$ cat src/rtl/dil_word_packer.sv
// -----------------------------------------------------------------------------
// dil_word_packer
//
// Packs a byte stream holding one Dilithium test-vector field into W-bit words
// for a DUT data-in port. For a programmed field length N it emits
// ceil(N*8/W) words. It zero-pads the final partial word and flags that word
// with m_last. It sustains one byte per cycle under backpressure, with no
// bubble at word boundaries.
//
// Build option:
//   DIL_PACKER_BYTE_SWAP_EN - when defined, byte k of a word lands in the
//                             big-endian lane [W-1-8k : W-8-8k] and the
//                             padding of the last word occupies the low
//                             bytes. Handshakes and timing are unchanged.
//
// Ports:
//   clk, rst_n   clock (rising edge), asynchronous active-low reset
//   start        single-cycle pulse; begins a field, sampled only in IDLE
//   field_bytes  field length N in bytes, latched on an accepted start
//   busy         high from the cycle after start up to and including done
//   done         single-cycle pulse once the last word has been taken
//   s_data       input byte
//   s_valid      input byte valid
//   s_ready      packer accepts a byte this cycle
//   m_data       packed output word
//   m_valid      output word valid
//   m_ready      consumer accepts the word
//   m_last       marks the final word of the field (qualified by m_valid)
// -----------------------------------------------------------------------------
module dil_word_packer #(
  parameter int unsigned W        = 64,
  parameter int unsigned LEN_BITS = 16
) (
  input  logic                clk,
  input  logic                rst_n,
  input  logic                start,
  input  logic [LEN_BITS-1:0] field_bytes,
  output logic                busy,
  output logic                done,
  input  logic [7:0]          s_data,
  input  logic                s_valid,
  output logic                s_ready,
  output logic [W-1:0]        m_data,
  output logic                m_valid,
  input  logic                m_ready,
  output logic                m_last
);

  localparam int unsigned Lanes = W / 8;
  localparam int unsigned IdxW  = $clog2(Lanes);
  localparam logic [IdxW-1:0] LastIdx = IdxW'(Lanes - 1);

  typedef enum logic [1:0] {StIdle, StFill, StDrain, StDone} state_e;

  state_e              state_q;
  logic [LEN_BITS-1:0] bytes_left_q;
  logic [IdxW-1:0]     idx_q;
  logic [W-1:0]        acc_q;
  logic [W-1:0]        m_data_q;
  logic                m_valid_q;
  logic                m_last_q;
  logic                busy_q;
  logic                done_q;

  logic [W-1:0]        word_next;
  logic                final_byte;
  logic                word_done;
  logic                out_free;
  logic                byte_fire;
  logic                out_fire;

  // A byte closes the current word when it fills the top lane or is the last
  // byte of the field.
  assign final_byte = (bytes_left_q == LEN_BITS'(1));
  assign word_done  = final_byte || (idx_q == LastIdx);

  // The output register may take a new word if it is empty or draining now.
  assign out_free   = !m_valid_q || m_ready;

  // Only a word-closing byte has to wait for the output register.
  assign s_ready    = (state_q == StFill) && (!word_done || out_free);
  assign byte_fire  = s_valid && s_ready;
  assign out_fire   = m_valid_q && m_ready;

  // Merge the incoming byte into its lane. The accumulator starts at zero for
  // each word, so the lanes a short final word never writes remain zero.
  always_comb begin
    word_next = acc_q;
    for (int unsigned k = 0; k < Lanes; k++) begin
      if (idx_q == IdxW'(k)) begin
`ifdef DIL_PACKER_BYTE_SWAP_EN
        word_next[W-8-8*k +: 8] = s_data;
`else
        word_next[8*k +: 8] = s_data;
`endif
      end
    end
  end

  always_ff @(posedge clk or negedge rst_n) begin
    if (!rst_n) begin
      state_q      <= StIdle;
      bytes_left_q <= '0;
      idx_q        <= '0;
      acc_q        <= '0;
      m_data_q     <= '0;
      m_valid_q    <= 1'b0;
      m_last_q     <= 1'b0;
      busy_q       <= 1'b0;
      done_q       <= 1'b0;
    end else begin
      // Output register: a reload wins over a handshake in the same cycle.
      if (byte_fire && word_done) begin
        m_data_q  <= word_next;
        m_valid_q <= 1'b1;
        m_last_q  <= final_byte;
      end else if (out_fire) begin
        m_valid_q <= 1'b0;
        m_last_q  <= 1'b0;
      end

      done_q <= 1'b0;

      case (state_q)
        StIdle: begin
          if (start) begin
            bytes_left_q <= field_bytes;
            idx_q        <= '0;
            acc_q        <= '0;
            busy_q       <= 1'b1;
            if (field_bytes == '0) begin
              state_q <= StDone;
              done_q  <= 1'b1;
            end else begin
              state_q <= StFill;
            end
          end
        end

        StFill: begin
          if (byte_fire) begin
            if (bytes_left_q != '0) begin
              bytes_left_q <= bytes_left_q - LEN_BITS'(1);
            end
            if (word_done) begin
              idx_q <= '0;
              acc_q <= '0;
            end else begin
              idx_q <= idx_q + IdxW'(1);
              acc_q <= word_next;
            end
            if (final_byte) begin
              state_q <= StDrain;
            end
          end
        end

        StDrain: begin
          if (out_fire && m_last_q) begin
            state_q <= StDone;
            done_q  <= 1'b1;
          end
        end

        StDone: begin
          state_q <= StIdle;
          busy_q  <= 1'b0;
        end

        default: begin
          state_q <= StIdle;
        end
      endcase
    end
  end

  assign m_data  = m_data_q;
  assign m_valid = m_valid_q;
  assign m_last  = m_last_q;
  assign busy    = busy_q;
  assign done    = done_q;

endmodule

$ cat config.mk
export PLATFORM = sky130hd
export DESIGN_NAME = dil_word_packer
export DESIGN_NICKNAME = d
export VERILOG_FILES = /design/src/rtl/dil_word_packer.sv
export SDC_FILE = /design/constraint.sdc
export NUM_CORES = 1
export LEC_CHECK = 0
export ABC_AREA = 1
export BUFFER_PORTS_ARGS = -buffer_cell sky130_fd_sc_hd__buf_2
export CAP_MARGIN = 10
export CORE_AREA = 2 2 165 167
export CTS_BUF_LIST = sky130_fd_sc_hd__clkbuf_2 sky130_fd_sc_hd__clkbuf_4 sky130_fd_sc_hd__clkbuf_8
export DETAILED_ROUTE_END_ITERATION = 12
export DIE_AREA = 0 0 167 169
export SLEW_MARGIN = 20
export SYNTH_ARGS = -nofsm -noshare
export SYNTH_HDL_FRONTEND = slang
export SYNTH_SLANG_ARGS = --single-unit
export TNS_END_PERCENT = 5
$ cat constraint.sdc
create_clock -name clk -period 2.21 [get_ports clk]
set_input_delay 0.221 -clock clk [delete_from_list [all_inputs] [get_ports clk]]
set_output_delay 0.221 -clock clk [all_outputs]
set_load 0.02 [all_outputs]
# Yosys cells after proc, flatten, opt, wreduce, memory -nomap -nowiden
# Cells that the tools add are included.
dict set report totals {
  output_inout_bits 69
  n_memories 0
  mem_bits_rw 0
  latch_bits 0
  mem_bits_ro 0
  register_bits 153
}
dict set report op_classes {
  n_bitwise 0
  n_addsub 2
  order_cmp 0
  muxes 35
  mul 0
  shifts 0
  eq_ne 16
  n_reduce_logical 21
  div_mod_pow 0
}
# operator count
set ops {}
lappend ops {{$mux 64} 3}
lappend ops {{$pmux 64 s2} 1}
lappend ops {{$mux 8} 8}
lappend ops {{$mux 16} 3}
lappend ops {{$pmux 16 s2} 1}
lappend ops {{$eq 16x1->1 const B} 1}
lappend ops {{$logic_not 16->1} 1}
lappend ops {{$reduce_bool 16->1} 1}
lappend ops {{$sub 16x1->16 const B} 1}
lappend ops {{$eq 3x3->1 const B} 4}
lappend ops {{$mux 2} 5}
lappend ops {{$mux 3} 3}
lappend ops {{$ne 2x2->1 const B} 4}
lappend ops {{$pmux 2 s4} 1}
lappend ops {{$reduce_and 4->1} 2}
lappend ops {{$mux 1} 7}
lappend ops {{$eq 3x2->1 const B} 2}
lappend ops {{$pmux 3 s2} 1}
lappend ops {{$reduce_bool 2->1} 3}
lappend ops {{$logic_and 1x1->1} 5}
lappend ops {{$eq 2x2->1 const B} 2}
lappend ops {{$pmux 1 s2} 2}
lappend ops {{$add 3x1->3 const B} 1}
lappend ops {{$eq 3x1->1 const B} 1}
lappend ops {{other kinds (8)} 11}

# Longest topological paths before layout
# Gate-level depths: netlist (run 1).
dict set report depth {
  ltp_word 8
  mapped_depth 14
  mapped_depth_nobuf 12
}

# Least setup slack after synthesis (run 1)
# Ideal clock, no wire load.
dict set report synth_path {
  path_type {register to register}
  start {register idx_q[0]}
  end {register m_data_q[54], in the netlist m_data[54]}
  synth_period_minus_slack_ns 1.973
  path_buffers 2
  path_stages_with_launch 11
  t_arrival_ns 1.841
  slack_ns 0.237
  setup_ns 0.133
  cell_sequence {dfrtp_1 ha_1 ha_1 inv_1 nand3_2 o21ai_2 nand3_2 buf_6 buf_4 nand2_1 o21ai_0}
}
dict set report synth_via {
  elab_chain_len 7
  elab_cells_between_ends 9
  classes_between {eq/ne: 2; mux: 1; reduce/logical: 6}
}
# item line_no
set synth_rtl {}
lappend synth_rtl {{from (decl)} 57} ;# logic [IdxW-1:0] idx_q;
lappend synth_rtl {{from (signal assigned)} 149} ;# idx_q <= idx_q + IdxW'(1);
lappend synth_rtl {{$eq 3x3->1} 75} ;# assign word_done = final_byte || (idx_q == LastIdx);
lappend synth_rtl {{$logic_or 1x1->1} 75}
lappend synth_rtl {{$logic_not 1->1} 81} ;# assign s_ready = (state_q == StFill) && (!word_done || out_free);
lappend synth_rtl {{$logic_or 1x1->1} 81}
lappend synth_rtl {{$logic_and 1x1->1} 81}
lappend synth_rtl {{named net s_ready} 42} ;# output logic s_ready,
lappend synth_rtl {{$logic_and 1x1->1} 82} ;# assign byte_fire = s_valid && s_ready;
lappend synth_rtl {{$logic_and 1x1->1} 113} ;# if (byte_fire && word_done) begin
lappend synth_rtl {{to (signal assigned)} 114} ;# m_data_q <= word_next;
lappend synth_rtl {{to (decl)} 59} ;# logic [W-1:0] m_data_q;
# The timed path passes the listed nets, and every way through them passes these cells.
# A chain may end at the register's enable or synchronous reset.

# Worst setup path in the final report (run 1)
dict set report layout_path {
  start {register idx_q[0]}
  end {output port s_ready}
}
dict set report layout_via {
  elab_chain_len 5
}
# item line_no
set layout_rtl {}
lappend layout_rtl {{$eq 3x3->1} 75}
lappend layout_rtl {{$logic_or 1x1->1} 75}
lappend layout_rtl {{$logic_not 1->1} 81}
lappend layout_rtl {{$logic_or 1x1->1} 81}
lappend layout_rtl {{$logic_and 1x1->1} 81}
lappend layout_rtl {{to (decl)} 42}
# Every way passes these cells.

==> metrics.yaml, run 1 <==
run_status:
  status: "finished, final reports clean"
sta:
  timing.max_slew.rel_slack_pct: 63.0
  maxClockFrequency_mhz: 487
  final-setup-viol-count: 0
  fin_setup_tns_ns: 0
  timing_max_transition_violations_final: 0
  setup_repair_after_global_routing_missed_its_margin: "false"
  final_min_period_over_clock_period_pct: 92.9
  worst_slack_ns: 0.156
  max_slew.worst_pin.slew_ns: 0.554
  post-route-min-period_ns: 2.05
  finalHoldViolCount: 0
  clock-skew-final_ns: 0.0201
  holdWs_ns: 0.0826
synth:
  postSynthNetCount: 1048
  synthesized_instance_count: 1006
  ys.flop_type: "sky130_fd_sc_hd__dfrtp_1"
  synth.distinct_cells: 29
  synth_enable_flop_cells: 0
  synth.cell_area_sq_um: 7790
  synth.yosys.seq_area_share_pct: 49.2
  postSynthRegisterBits: 153
  yosys_warnings: 0
  postSynth.asyncResetShare_pct: 100
  syn_area_per_cell_sq_um: 7.74
worst_setup_path:
  classification_of_the_worst_setup_path: "register to output pin"
  launching_element_of_the_worst_setup_path: "idx_q[0]$_DFFE_PN0P_"
  worst_r2r_startpoint: "bytes_left_q[3]$_DFFE_PN0P_"
  critPathLaunchType: "register"
  crit_path_end_kind: "output pin"
  ff2ff_setup_slack_ns: 0.17
  worst_ep_arrival_time_ns: 1.83
  required_time_worst_endpoint_ns: 1.99
  critical-path-max-stage-delay_ns: 0.42
  reg2reg_depth: 12
  critical-path-slowest-cell: "sky130_fd_sc_hd__dfrtp_1"
  end_of_the_worst_register_to_register_path: "acc_q[21]$_DFFE_PN0P_"
  worst_path_most_repeated_cell: "sky130_fd_sc_hd__ha_1"
  cp_cell_sequence: "ha_1 > ha_1 > inv_2 > nand3_4 > o21ai_4 > buf_6"
  path_max_fanout: 4
cts:
  cts_made_buffers: 17
  clockRootBuffer: "sky130_fd_sc_hd__clkbuf_8"
  worstSkewPairLatency_ns: 0.47
  clkTransAtPathRegs_ns: 0.09
  cts-root-to-sink-buffers: 2
  htree_num_levels: 4
  tritoncts: "done"
  tritoncts_num_sinks: 153
grt:
  grt_pass1_wl_um: 35900
  grt_pass1_vias: 6709
  gr-total-overflow: 0
  maximum_number_of_pins_on_one_net_before_global_route_repair: 71
  grt_antenna_before_repair: 2
  grt_usage_pct: 15.8
power_and_ir_drop:
  power.total_mw: 9.95
  leakagePower_nw: 4.58
  powerDensity_nw_per_um2: 1090
  ir_worst_vdd_mv: 1.09
placement:
  place.port_buffers: 97
  dpl.cell_count: 1395
  dp_hpwl_um: 13800
  place_worst_setup_slack_ns: 0.130
  gpl.final_weighted_congestion: 0.820
die:
  placement_rows: 60
  io-pin-count: 98
  core_area_sq_um: 26500
  die-height_um: 169
  starting_density_pct: 29.4
  floorplan.die_area_sq_um: 28200
  dieWidth_um: 167
min_path:
  min_to: "done$_DFF_PN0_"
  timing.hold.worst_path_depth: 3
  worstHoldPathType: "input pin to register"
  min-delay-start: "start"
cells_and_area:
  layout.cells.most_common: "sky130_fd_sc_hd__nand2_1"
  signed_area_change_from_the_synthesized_netlist_to_the_final_layout_pct: 16.7
  most-common-layout-cells: "311 x sky130_fd_sc_hd__nand2_1, 153 x sky130_fd_sc_hd__dfrtp_1, 147 x sky130_fd_sc_hd__nor2_1"
  num-nets-final: 1117
  finish.cell_count_without_fillers: 1431
  fillCellCount: 2796
  layout-drive-gt1-share_pct: 15.3
drt:
  dr.first_iter.drc_count: 594
  wl_per_cell_um: 15.2
  num_vias: 6968
  dr.pass1.iters: 7
  wirelength_um: 21700
  antenna_violation_net_count_after_detailed_routing: 0
  via_cell_ratio: 4.87
  drc: 0
job:
  max_cap_violations: 0
synth_stat cells (2+ instances only):
cell type | number | area share, %
sky130_fd_sc_hd__a21oi_1 | 51 | 3.3
sky130_fd_sc_hd__a31oi_1 | 4 | 0.32
sky130_fd_sc_hd__buf_1 | 11 | 0.53
sky130_fd_sc_hd__buf_2 | 17 | 1.1
sky130_fd_sc_hd__buf_4 | 5 | 0.48
sky130_fd_sc_hd__buf_6 | 6 | 0.87
sky130_fd_sc_hd__clkbuf_1 | 28 | 1.3
sky130_fd_sc_hd__dfrtp_1 | 153 | 49
sky130_fd_sc_hd__ha_1 | 13 | 2.1
sky130_fd_sc_hd__inv_1 | 40 | 1.9
sky130_fd_sc_hd__mux2i_1 | 5 | 0.64
sky130_fd_sc_hd__nand2_1 | 311 | 15
sky130_fd_sc_hd__nand2_2 | 3 | 0.24
sky130_fd_sc_hd__nand2_4 | 2 | 0.29
sky130_fd_sc_hd__nand3_1 | 19 | 1.2
sky130_fd_sc_hd__nand3_2 | 4 | 0.51
sky130_fd_sc_hd__nand4_1 | 85 | 6.8
sky130_fd_sc_hd__nor2_1 | 147 | 7.1
sky130_fd_sc_hd__nor2_2 | 2 | 0.16
sky130_fd_sc_hd__nor2_4 | 2 | 0.29
sky130_fd_sc_hd__nor3_1 | 6 | 0.39
sky130_fd_sc_hd__o21ai_0 | 43 | 2.8
sky130_fd_sc_hd__o21ai_1 | 43 | 2.8
registers in the layout (all words and copies together), names as in the netlist, 2 cells and up:
name	count
bytes_left_q	16
state_q	2
idx_q	3
m_data	64
acc_q	64
cells by family (layout without fill, tap and decap cells):
logic type	after synthesis	in the layout	share of synthesized area [%]
simple gates	583	583	32.3
flops	153	153	49.2
compound gates	145	145	9.51
buf+inv	107	189	6.25
fa+ha+maj	13	13	2.09
mux	5	5	0.643
other cells	0	2	0
layout make-up:
type                            instances  area [sq um]  share of cell area [%]
Multi-Input combinational cell        746          3500                    38.6
Antenna cell                            2          5.00                  0.0551
Tap cell                              341           427                    4.70
Clock buffer                           19           262                    2.88
Sequential cell                       153          3830                    42.1
Inverter                               40           150                    1.65
Clock inverter                         13           156                    1.72
Timing Repair Buffer                  117           754                    8.30
routing by layer:
layer | vias up | wire length, um | part of all wire, % | track usage (%)
met4 | 2 | 272 | 1.3 | 4.35
met5 | - | 37 | 0.17 | 0
li1 | 3457 | - | - | -
met1 | 3324 | 10300 | 47 | 22.0
met3 | 18 | 1290 | 5.9 | 4.23
met2 | 167 | 9830 | 45 | 24.2
critical path: cells and delay by family (launching register included):
family	cells	cell delay, ns
AOI/OAI and AO/OA	1	0.10
DFF	1	0.42
adders and majority gates	2	0.46
buffers and inverters	2	0.27
and+or+nand+nor	1	0.11
through the flow:
step                area (sq um)  util (%)
CTS                         9040      34.1
finish                      9090      34.3
global placement            8610      32.5
detailed placement          8610      32.5
global route                9080      34.3
floorplan                   7790         -
what timing repair did:
action	4_1_cts	5_1_grt
buffers inserted	0	1
hold buffers	1	0
gates resized for setup	2	6
hold endpoints to repair	48	0
endpoints found under the setup margin	1	45
power by group:
part           internal (mW)  total (mW)  switching [mW]
Sequential              3.16        3.45           0.296
Combinational           1.20        4.23            3.03
Clock                   1.10        2.26            1.17
Total                   5.45        9.95            4.50
how the worst max path moves through the flow:
stage / end / slack, ns / cells after the start
4_1_cts: s_ready / 0.01 / 6
3_3_place_gp: bytes_left_q[5]$_DFFE_PN0P_ / 0.18 / 10
3_5_place_dp: bytes_left_q[7]$_DFFE_PN0P_ / 0.13 / 10
2_1_floorplan: m_data[54]$_DFFE_PN0P_ / 0.24 / 10
5_1_grt: acc_q[59]$_DFFE_PN0P_ / 0.007 / 12
6_report: s_ready / 0.16 / 6
Note: power is estimated with default switching activity, not from simulation.
==> run 2, diff against run 1 <==
--- a/config.mk
+++ b/config.mk
@@ -6,7 +6,7 @@
 export NUM_CORES = 1
 export LEC_CHECK = 0
 export ABC_AREA = 1
-export BUFFER_PORTS_ARGS = -buffer_cell sky130_fd_sc_hd__buf_2
+export BUFFER_PORTS_ARGS = -buffer_cell sky130_fd_sc_hd__clkbuf_2
 export CAP_MARGIN = 10
 export CORE_AREA = 2 2 165 167
 export CTS_BUF_LIST = sky130_fd_sc_hd__clkbuf_2 sky130_fd_sc_hd__clkbuf_4 sky130_fd_sc_hd__clkbuf_8
==> metrics.yaml, run 2 (synthesis gave the netlist of run 1 again) <==
grt:
  grt_pass1_vias: 6704  # -0.075%
  grt_usage_pct: 15.8  # +0.024 points
  global_route.usage.met3_pct: 3.34  # -0.89 points
  top_usage_layer: "met2"
  gr-total-overflow: 0  # unchanged
  met1_usage_pct: 21.8  # -0.20 points
  maximum_number_of_pins_on_one_net_before_global_route_repair: 71  # unchanged
  grt_antenna_before_repair: 1  # -1
  grtUsageMet2_pct: 24.6  # +0.39 points
  grt_pass1_wl_um: 35800  # -0.21%
cells_and_area:
  num-nets-final: 1121  # +0.36%
  register_area_sq_um: 3830  # unchanged
  signed_area_change_from_the_synthesized_netlist_to_the_final_layout_pct: 16.8  # about the same
  finalCoreUtilization_pct: 34.3  # about the same
  layout-drive-gt1-share_pct: 15.6  # +0.23 points
  layout.cells.most_common: "sky130_fd_sc_hd__nand2_1"
  most-common-layout-cells: "311 x sky130_fd_sc_hd__nand2_1, 153 x sky130_fd_sc_hd__dfrtp_1, 147 x sky130_fd_sc_hd__nor2_1"
  multi_input_comb_area_sq_um: 3490  # -0.43%
  fillCellCount: 2781  # -0.54%
drt:
  via_cell_ratio: 4.94  # +1.4%
  num_vias: 7074  # +1.5%
  dr.first_iter.drc_count: 650  # +9.4%
  wirelength_um: 22000  # +1.5%
  drc: 0  # unchanged
  wl_per_cell_um: 15.4  # +1.4%
  antenna_violation_net_count_after_detailed_routing: 0  # unchanged
  dr.pass1.iters: 5  # -2
sta:
  holdWs_ns: 0.0699  # -0.0128 ns
  clock-skew-final_ns: 0.0164  # -0.00368 ns
  timing.max_slew.rel_slack_pct: 63.1  # +0.15 points
  final-setup-viol-count: 0  # unchanged
  max_slew.worst_pin.slew_ns: 0.553  # -0.000930 ns
  finalHoldViolCount: 0  # unchanged
  post-route-min-period_ns: 2.09  # +0.0374 ns
  timing_max_transition_violations_final: 0  # unchanged
  setup_repair_after_global_routing_missed_its_margin: "true"
  final_min_period_over_clock_period_pct: 94.6  # +1.7 points
  maxClockFrequency_mhz: 478  # -1.8%
  fin_setup_tns_ns: 0  # unchanged
worst_setup_path:
  path_max_fanout: 5  # +1
  classification_of_the_worst_setup_path: "register to output pin"
  worst_ep_arrival_time_ns: 1.87  # +0.04 ns
  critPathLaunchType: "register"
  required_time_worst_endpoint_ns: 1.99  # about the same
  reg2reg_depth: 11  # -1
  crit_path_end_kind: "output pin"
cts:
  post_cts.repair.setup_buffers: 0  # unchanged
  cts_made_buffers: 17  # unchanged
  clkTransAtPathRegs_ns: 0.08  # about the same
  tritoncts: "done"
  tritoncts_num_sinks: 153  # unchanged
  clockRootBuffer: "sky130_fd_sc_hd__clkbuf_8"
  htree_num_levels: 4  # unchanged
  worstSkewPairLatency_ns: 0.46  # about the same
  cts-root-to-sink-buffers: 2  # unchanged
power_and_ir_drop:
  leakagePower_nw: 4.53  # -1.0%
  ir_worst_vdd_mv: 0.710  # -35%
  internal_power_mw: 5.46  # +0.25%
  seqPwrFrac_pct: 34.8  # about the same
  netSwitchingPower_mw: 4.51  # +0.32%
  p_clk_share_pct: 21.9  # -0.8 points
  powerDensity_nw_per_um2: 1100  # +0.18%
  power_switching_share_pct: 45.2  # about the same
  share_comb_of_total_power_pct: 43.3  # +0.8 points
min_path:
  worstHoldPathType: "input pin to register"
  timing.hold.worst_path_depth: 3  # unchanged
die:
  io-pin-count: 98  # unchanged
  die-height_um: 169  # unchanged
  core_area_sq_um: 26500  # unchanged
  starting_density_pct: 29.4  # unchanged
  placement_rows: 60  # unchanged
  dieWidth_um: 167  # unchanged
  floorplan.die_area_sq_um: 28200  # unchanged
job:
  max_cap_violations: 0  # unchanged
placement:
  dp_hpwl_um: 14400  # +4.3%
  place.port_buffers: 97  # unchanged
  gpl.final_weighted_congestion: 0.855  # +4.3%
run_status:
  status: "finished, final reports clean"
## run 2: cell types whose count changed in the layout (fill, tap and decap cells not counted), sizes merged
cell / delta
buf: -91
clkinvlp: +1
inv: -2
diode: -1
clkbuf: +95
## run 2: per-layer routing
metal  up-vias  wire, um
li1       3457         -
met1      3405     10400
met4         0       391
met2       188     10100
met5         -         0
met3        24      1130
## run 2: critical path, stage by stage, from the launching register on
cell and delay, ns:
sky130_fd_sc_hd__dfrtp_1 0.43, sky130_fd_sc_hd__ha_1 0.23, sky130_fd_sc_hd__ha_1 0.21, sky130_fd_sc_hd__inv_2 0.09, sky130_fd_sc_hd__nand3_2 0.12, sky130_fd_sc_hd__o21ai_2 0.16, sky130_fd_sc_hd__buf_6 0.17
## run 2: stage by stage
| stage | setup WS (ns) | instance area [sq um] | std cells | power [mW] |
|---|---|---|---|---|
| 4_1_cts | -0.0127 | 9090 | 1432 | 10.0 |
| 3_3_place_gp | 0.0425 | 8670 | 1400 | 7.72 |
| 5_1_grt | -0.000841 | 9090 | 1432 | 10.7 |
| 2_1_floorplan | 0.237 | 7790 | 1006 | 6.46 |
| 6_report | 0.119 | 9090 | 1433 | 9.98 |
| 3_5_place_dp | -0.0198 | 8670 | 1400 | 7.76 |
## run 2: what timing repair did
| item | CTS | global route |
|---|---|---|
| endpoints found under the hold margin | 48 | 0 |
| hold buffers | 1 | 0 |
| resized for setup | 2 | 4 |
| cloned | 0 | 0 |
| setup endpoints to repair | 17 | 29 |
## run 2: final cells by class
class / instances / area share [%]
antenna: 1 / 0.0275
clock buffer: 19 / 2.81
clock inverter: 12 / 1.51
inverter: 40 / 1.65
multi-input combinational: 746 / 38.4
sequential: 153 / 42.1
tap: 341 / 4.69
timing repair buffer: 121 / 8.86
## run 2: power groups by stage
| stage | sequential (mW) | combinational (mW) | clock, mW |
|---|---|---|---|
| 2_1_floorplan | 3.47 | 3.00 | 0 |
| 3_3_place_gp | 3.51 | 4.21 | 0 |
| 3_5_place_dp | 3.52 | 4.25 | 0 |
| 4_1_cts | 3.46 | 4.28 | 2.26 |
| 6_report | 3.47 | 4.32 | 2.18 |
| 5_1_grt | 3.52 | 4.77 | 2.36 |
## run 2: final timing paths
check                                            from                      endpoint  slack (ns)
max in group asynchronous                       rst_n        m_data[28]$_DFFE_PN0P_        1.30
worst min-delay path                            start                done$_DFF_PN0_        0.07
worst max register to register   idx_q[0]$_DFFE_PN0P_  bytes_left_q[13]$_DFFE_PN0P_        0.16
min in group asynchronous                       rst_n        m_data[15]$_DFFE_PN0P_        0.29
worst max-delay path             idx_q[0]$_DFFE_PN0P_                       s_ready        0.12
worst min register to register  acc_q[27]$_DFFE_PN0P_         acc_q[27]$_DFFE_PN0P_        0.47
